`src/rtl/ppu_oam_access_ctrl.sv`:
```
`default_nettype none
// ============================================================================
// Module   : ppu_oam_access_ctrl
// Brief    : Sprite OAM port arbiter (evaluation / $4014 DMA / $2003-$2004)
//            with OAMADDR ownership and the per-scanline evaluation kick.
// Revision : 1.0 - initial release
// ============================================================================
module ppu_oam_access_ctrl #(
    parameter int DMA_LEN       = 256,
    parameter int DMA_ALIGN_CYC = 1
) (
    input  logic        clk,
    input  logic        rst,
    input  logic        line_start,
    input  logic        rendering,
    output logic        eval_start,
    input  logic        eval_busy,
    input  logic [7:0]  eval_addr,
    output logic [7:0]  oam_base,
    input  logic        oamaddr_wr,
    input  logic        oamdata_wr,
    input  logic [7:0]  cpu_wdata,
    output logic [7:0]  oamdata_out,
    input  logic        dma_start,
    input  logic [7:0]  dma_page,
    output logic        cpu_halt,
    output logic        dma_rd_req,
    output logic [15:0] dma_rd_addr,
    input  logic        dma_rd_ack,
    input  logic [7:0]  dma_rd_data,
    output logic [7:0]  oam_addr,
    output logic [7:0]  oam_wdata,
    output logic        oam_we,
    input  logic [7:0]  oam_rdata
);

    localparam logic [1:0] c_ST_IDLE  = 2'd0;
    localparam logic [1:0] c_ST_ALIGN = 2'd1;
    localparam logic [1:0] c_ST_READ  = 2'd2;
    localparam logic [1:0] c_ST_WRITE = 2'd3;

    localparam logic [7:0] c_CNT_LAST   = 8'(DMA_LEN - 1);
    localparam logic [7:0] c_ALIGN_LAST = 8'(DMA_ALIGN_CYC - 1);

    logic [1:0] r_state;
    logic [7:0] r_page;
    logic [7:0] r_cnt;
    logic [7:0] r_align_cnt;
    logic [7:0] r_data;
    logic       r_cpu_halt;
    logic [7:0] r_oamaddr;
    logic       r_eval_start;
    logic       r_idle_q;
    logic [7:0] r_oamdata_out;

    logic w_eval_own;
    logic w_eval_trig;
    logic w_dma_wr;
    logic w_cpu_wr;
    logic w_idle;

    assign w_eval_own  = eval_busy | r_eval_start;
    assign w_eval_trig = line_start & rendering & ~eval_busy;
    // A scanline kick takes precedence over a pending DMA byte; that byte waits.
    assign w_dma_wr    = (r_state == c_ST_WRITE) & ~w_eval_own & ~w_eval_trig;
    assign w_cpu_wr    = oamdata_wr & ~oamaddr_wr & ~rendering & ~w_eval_own
                       & ~r_cpu_halt & ~w_dma_wr;
    assign w_idle      = ~w_eval_own & ~w_dma_wr & ~w_cpu_wr;

    always_comb begin
        oam_addr  = r_oamaddr;
        oam_wdata = 8'h00;
        oam_we    = 1'b0;
        if (w_eval_own) begin
            oam_addr = eval_addr;
        end else if (w_dma_wr) begin
            oam_addr  = r_oamaddr + r_cnt;
            oam_wdata = r_data;
            oam_we    = 1'b1;
        end else if (w_cpu_wr) begin
            oam_wdata = cpu_wdata;
            oam_we    = 1'b1;
        end
    end

    always_ff @(posedge clk or posedge rst) begin
        if (rst) begin
            r_state     <= c_ST_IDLE;
            r_page      <= 8'h00;
            r_cnt       <= 8'h00;
            r_align_cnt <= 8'h00;
            r_data      <= 8'h00;
            r_cpu_halt  <= 1'b0;
        end else begin
            case (r_state)
                c_ST_IDLE: begin
                    if (dma_start) begin
                        r_page      <= dma_page;
                        r_cnt       <= 8'h00;
                        r_align_cnt <= 8'h00;
                        r_cpu_halt  <= 1'b1;
                        r_state     <= (DMA_ALIGN_CYC == 0) ? c_ST_READ : c_ST_ALIGN;
                    end
                end
                c_ST_ALIGN: begin
                    if (r_align_cnt == c_ALIGN_LAST) begin
                        r_state <= c_ST_READ;
                    end else begin
                        r_align_cnt <= r_align_cnt + 8'd1;
                    end
                end
                c_ST_READ: begin
                    if (dma_rd_ack) begin
                        r_data  <= dma_rd_data;
                        r_state <= c_ST_WRITE;
                    end
                end
                default: begin
                    if (w_dma_wr) begin
                        r_cnt <= r_cnt + 8'd1;
                        if (r_cnt == c_CNT_LAST) begin
                            r_state    <= c_ST_IDLE;
                            r_cpu_halt <= 1'b0;
                        end else begin
                            r_state <= c_ST_READ;
                        end
                    end
                end
            endcase
        end
    end

    always_ff @(posedge clk or posedge rst) begin
        if (rst) begin
            r_oamaddr     <= 8'h00;
            r_eval_start  <= 1'b0;
            r_idle_q      <= 1'b0;
            r_oamdata_out <= 8'h00;
        end else begin
            if (oamaddr_wr) begin
                r_oamaddr <= cpu_wdata;
            end else if (w_cpu_wr) begin
                r_oamaddr <= r_oamaddr + 8'd1;
            end
            r_eval_start <= w_eval_trig;
            // RAM read data lags the address by one cycle.
            r_idle_q <= w_idle;
            if (r_idle_q) begin
                r_oamdata_out <= oam_rdata;
            end
        end
    end

    assign eval_start  = r_eval_start;
    assign oam_base    = r_oamaddr;
    assign oamdata_out = r_oamdata_out;
    assign cpu_halt    = r_cpu_halt;
    assign dma_rd_req  = (r_state == c_ST_READ);
    assign dma_rd_addr = dma_rd_req ? {r_page, r_cnt} : 16'h0000;

endmodule
`default_nettype wire

```
`config.mk`:
```
export PLATFORM = sky130hd
export DESIGN_NAME = ppu_oam_access_ctrl
export DESIGN_NICKNAME = d
export VERILOG_FILES = /design/src/rtl/ppu_oam_access_ctrl.sv
export SDC_FILE = /design/constraint.sdc
export NUM_CORES = 1
export LEC_CHECK = 0
export ABC_AREA = 0
export BUFFER_PORTS_ARGS = -buffer_cell sky130_fd_sc_hd__buf_2
export CAP_MARGIN = 10
export CORE_MARGIN = 1.5
export CORE_UTILIZATION = 40
export CTS_CLUSTER_DIAMETER = 100
export CTS_CLUSTER_SIZE = 12
export DETAILED_ROUTE_END_ITERATION = 6
export PLACE_DENSITY = 0.72
export SLEW_MARGIN = 20
export SYNTH_ARGS = -nofsm -noshare
export SYNTH_HDL_FRONTEND = slang
export SYNTH_SLANG_ARGS = --single-unit
```
`constraint.sdc`:
```
create_clock -name clk -period 2.45 [get_ports clk]
set_input_delay 0.245 -clock clk [delete_from_list [all_inputs] [get_ports clk]]
set_output_delay 0.245 -clock clk [all_outputs]
set_load 0.03 [all_outputs]
```
==> impl_metrics.ini <==
[sta]
fin_crit_sh_pct = 105.3
fmax_mhz = 387.6
relSlewSlack_pct = 68.12
rsz0062_at_grt = yes
finalClockSkew_ns = 0.01349
hold_violations = 0
finalSetupViolCount = 1
tns_ns = -0.1298
min_period_ns = 2.580
holdWs_ns = 0.09193
finalWorstSetupSlack_ns = -0.1298
slew_violations = 0
worst_pin_slew_ns = 0.4782

[cts]
clock_latency_ns = 0.31
clk_pin_slew_worst_paths_ns = 0.10
cts_tree = built
numCtsBuffers = 5
cts_max_level = 2
clockBufferDepth = 2
cts_sinks = 53
root_buffer = clkbuf_8

[power]
cell_internal_pwr_w = 0.002455
p_seq_share_pct = 31.6
netSwitchingFraction_pct = 42.42
switchingPower_w = 0.001809
leakagePower_nw = 2.057
clock_power_share_pct = 14.8
combPwrFrac_pct = 53.6
p_per_area_mw_per_mm2 = 1010
peakVddDrop_v = 0.0004273

[placement]
hpwl_mm = 6.465
dpl_cell_area_mm2 = 0.003948
gp_congestion = 0.8814
port_buffers = 100

[die]
start_util_pct = 41.52
ios = 101
coreArea_mm2 = 0.007727
dieArea_mm2 = 0.008566
num_rows = 32
die_w_um = 92.56
die_y_um = 92.56

[worst_setup_path]
endpoint_kind = output pin
reg2reg_slack_ns = 0.38
critPathKind = reg2out
r2r_start = r_state[0]
crit_start = oam_base[0]
worstPathArrival_ns = 2.33
cp-start-kind = flip-flop
crit_required_ns = 2.20
critical_path_peak_fanout = 3

[yosys]
synth.area.top_cells = dfrtp_1, mux2_2, ha_1
synthArstFlopShare_pct = 100.0
yosysSeqAreaShare_pct = 41.34
ys_warn_count = 0
synth_fp_nets = 389
post-synth-top-count-cell = dfrtp_1
ys_types = 50
synth_common_cells = dfrtp_1, nor2_1, nand2_1
yosysTopAreaCell = dfrtp_1
synth_edf_count = 0
synth_area_per_cell_um2 = 9.901
synth_top_area_share_pct = 41.34
synth_area_mm2 = 0.003208
postSynthCellCount = 324
ys.flop_type = dfrtp_1
ys_ff_latch = 53

[global_routing]
grt_pass1_wl_mm = 13.76
grt_usage_pct = 20.35
grt_antenna_before_repair = 0
grt_overflow_total = 0
grt_max_degree = 24
grt_pass1_vias = 2898

[drt]
first_pass_iters = 4
finalWirelength_mm = 8.423
vias = 2953
wl_per_cell_um = 15.26
route.detailed.drc = 0
drt_iter0_markers = 136
viasPerCell = 5.350
postRouteAntennaNets = 0

[finish]
final_area_mm2 = 0.004222
diodes = 0
nets = 514
fill_cells = 717
drive_above_1_share_pct = 42.22
area_growth_pct = 31.59

[outcome]
status = complete, but fails checks
violations = setup timing

[min_path]
hp-class = in2reg
hold_start = eval_busy

[run]
maxCapViolations = 0
-- path summary, 6_finish.rpt --
check / cells past startpoint / to
min in group asynchronous: 3 / r_page[2]
min: 2 / eval_start
max reg2reg: 8 / r_cnt[5]
max in group asynchronous: 4 / oam_base[0]
min reg2reg: 1 / r_page[6]
max: 10 / oam_addr[6]
-- per-layer routing --
layer | vias up | share of wire, % | wire length (um) | GRT usage [%]
met5 | - | 0 | 0 | 0
met4 | 0 | 1.6 | 134 | 6.667
met3 | 13 | 5.5 | 460 | 3.941
met2 | 89 | 50 | 4230 | 35.29
met1 | 1432 | 43 | 3598 | 25.26
li1 | 1419 | - | - | -
-- power by group through the flow --
stage | Sequential, W | Clock [W] | Combinational (W)
detailed placement | 0.00134 | 0 | 0.00212
finish | 0.00135 | 0.000632 | 0.00228
CTS | 0.00133 | 0.000650 | 0.00220
global route | 0.00139 | 0.000674 | 0.00250
floorplan | 0.00146 | 0 | 0.00142
global placement | 0.00132 | 0 | 0.00209
-- what timing repair did --
item | in CTS | in global routing
setup endpoints to repair | 3 | 6
cloned | 0 | 0
hold endpoints to repair | 21 | 0
buffers inserted | 2 | 3
hold buffers | 1 | 0
pin swaps | 3 | 6
gates resized for setup | 15 | 12
-- per-stage QoR --
stage / utilization [%] / worst slack [ns] / instances / power [W]
floorplan: - / -0.02821 / 324 / 0.002877
global placement: 51.08 / 0.05280 / 539 / 0.003410
detailed placement: 51.08 / 0.05513 / 539 / 0.003464
CTS: 53.69 / -0.1180 / 550 / 0.004184
global route: 54.63 / -0.2044 / 552 / 0.004563
finish: 54.63 / -0.1298 / 552 / 0.004263
-- layout make-up --
class	instances	area, um^2	area share [%]
well taps	102	127.6	3.023
repair buffers	130	742.0	17.58
flip-flops and latches	53	1330	31.51
clock inverters	2	37.54	0.8892
clock buffers	6	82.58	1.956
multi-input cells	249	1864	44.16
inverters	10	37.54	0.8892
-- worst max-delay path, cell delays in order, from the launching register on --
cell	delay [ns]
dfrtp_2	0.44
ha_4	0.17
inv_2	0.05
fa_2	0.20
nor2b_2	0.05
o31a_1	0.26
o21a_1	0.19
o21a_1	0.17
o31ai_1	0.20
o21a_1	0.17
buf_6	0.13
-- cell usage in the layout, fill, tap and decap left out, types with 3 or more instances in the layout --
master	Yosys	routed
xor2_1	7	7
inv_1	10	8
nor2_1	29	29
nand3_1	6	6
buf_4	0	32
dfrtp_1	53	50
ha_4	0	4
nand2_1	28	28
nand4_1	4	4
clkbuf_8	0	6
a21oi_1	17	16
a22o_1	8	8
and3_1	10	10
o21a_1	4	4
ha_1	15	10
a221o_1	5	5
mux2_2	26	26
nor3b_1	5	5
dfrtp_2	0	3
buf_2	3	96
and2_1	16	16
nor3_1	7	6
o21ai_0	21	18
xnor2_1	3	3
a21o_1	3	3
-- sequential cells by signal (all words and copies together) (netlist names) --
signal / flops
oam_base: 8
oamdata_out: 8
r_align_cnt: 8
r_cnt: 8
r_data: 8
r_page: 8
r_state: 2
cpu_halt: 1
eval_start: 1
r_idle_q: 1
-- logic make-up (layout without fill, tap and decap cells) --
family | after synthesis | count (layout) | synth area share [%]
buffers and inverters | 22 | 148 | 3.588
and+or+nand+nor | 117 | 117 | 18.80
muxes | 26 | 26 | 9.126
xor gates and xnor gates | 10 | 10 | 2.730
DFF | 53 | 53 | 41.34
adders and majority gates | 16 | 16 | 6.474
AOI/OAI and AO/OA | 80 | 80 | 17.94
Power figures use the tool's default switching activity.
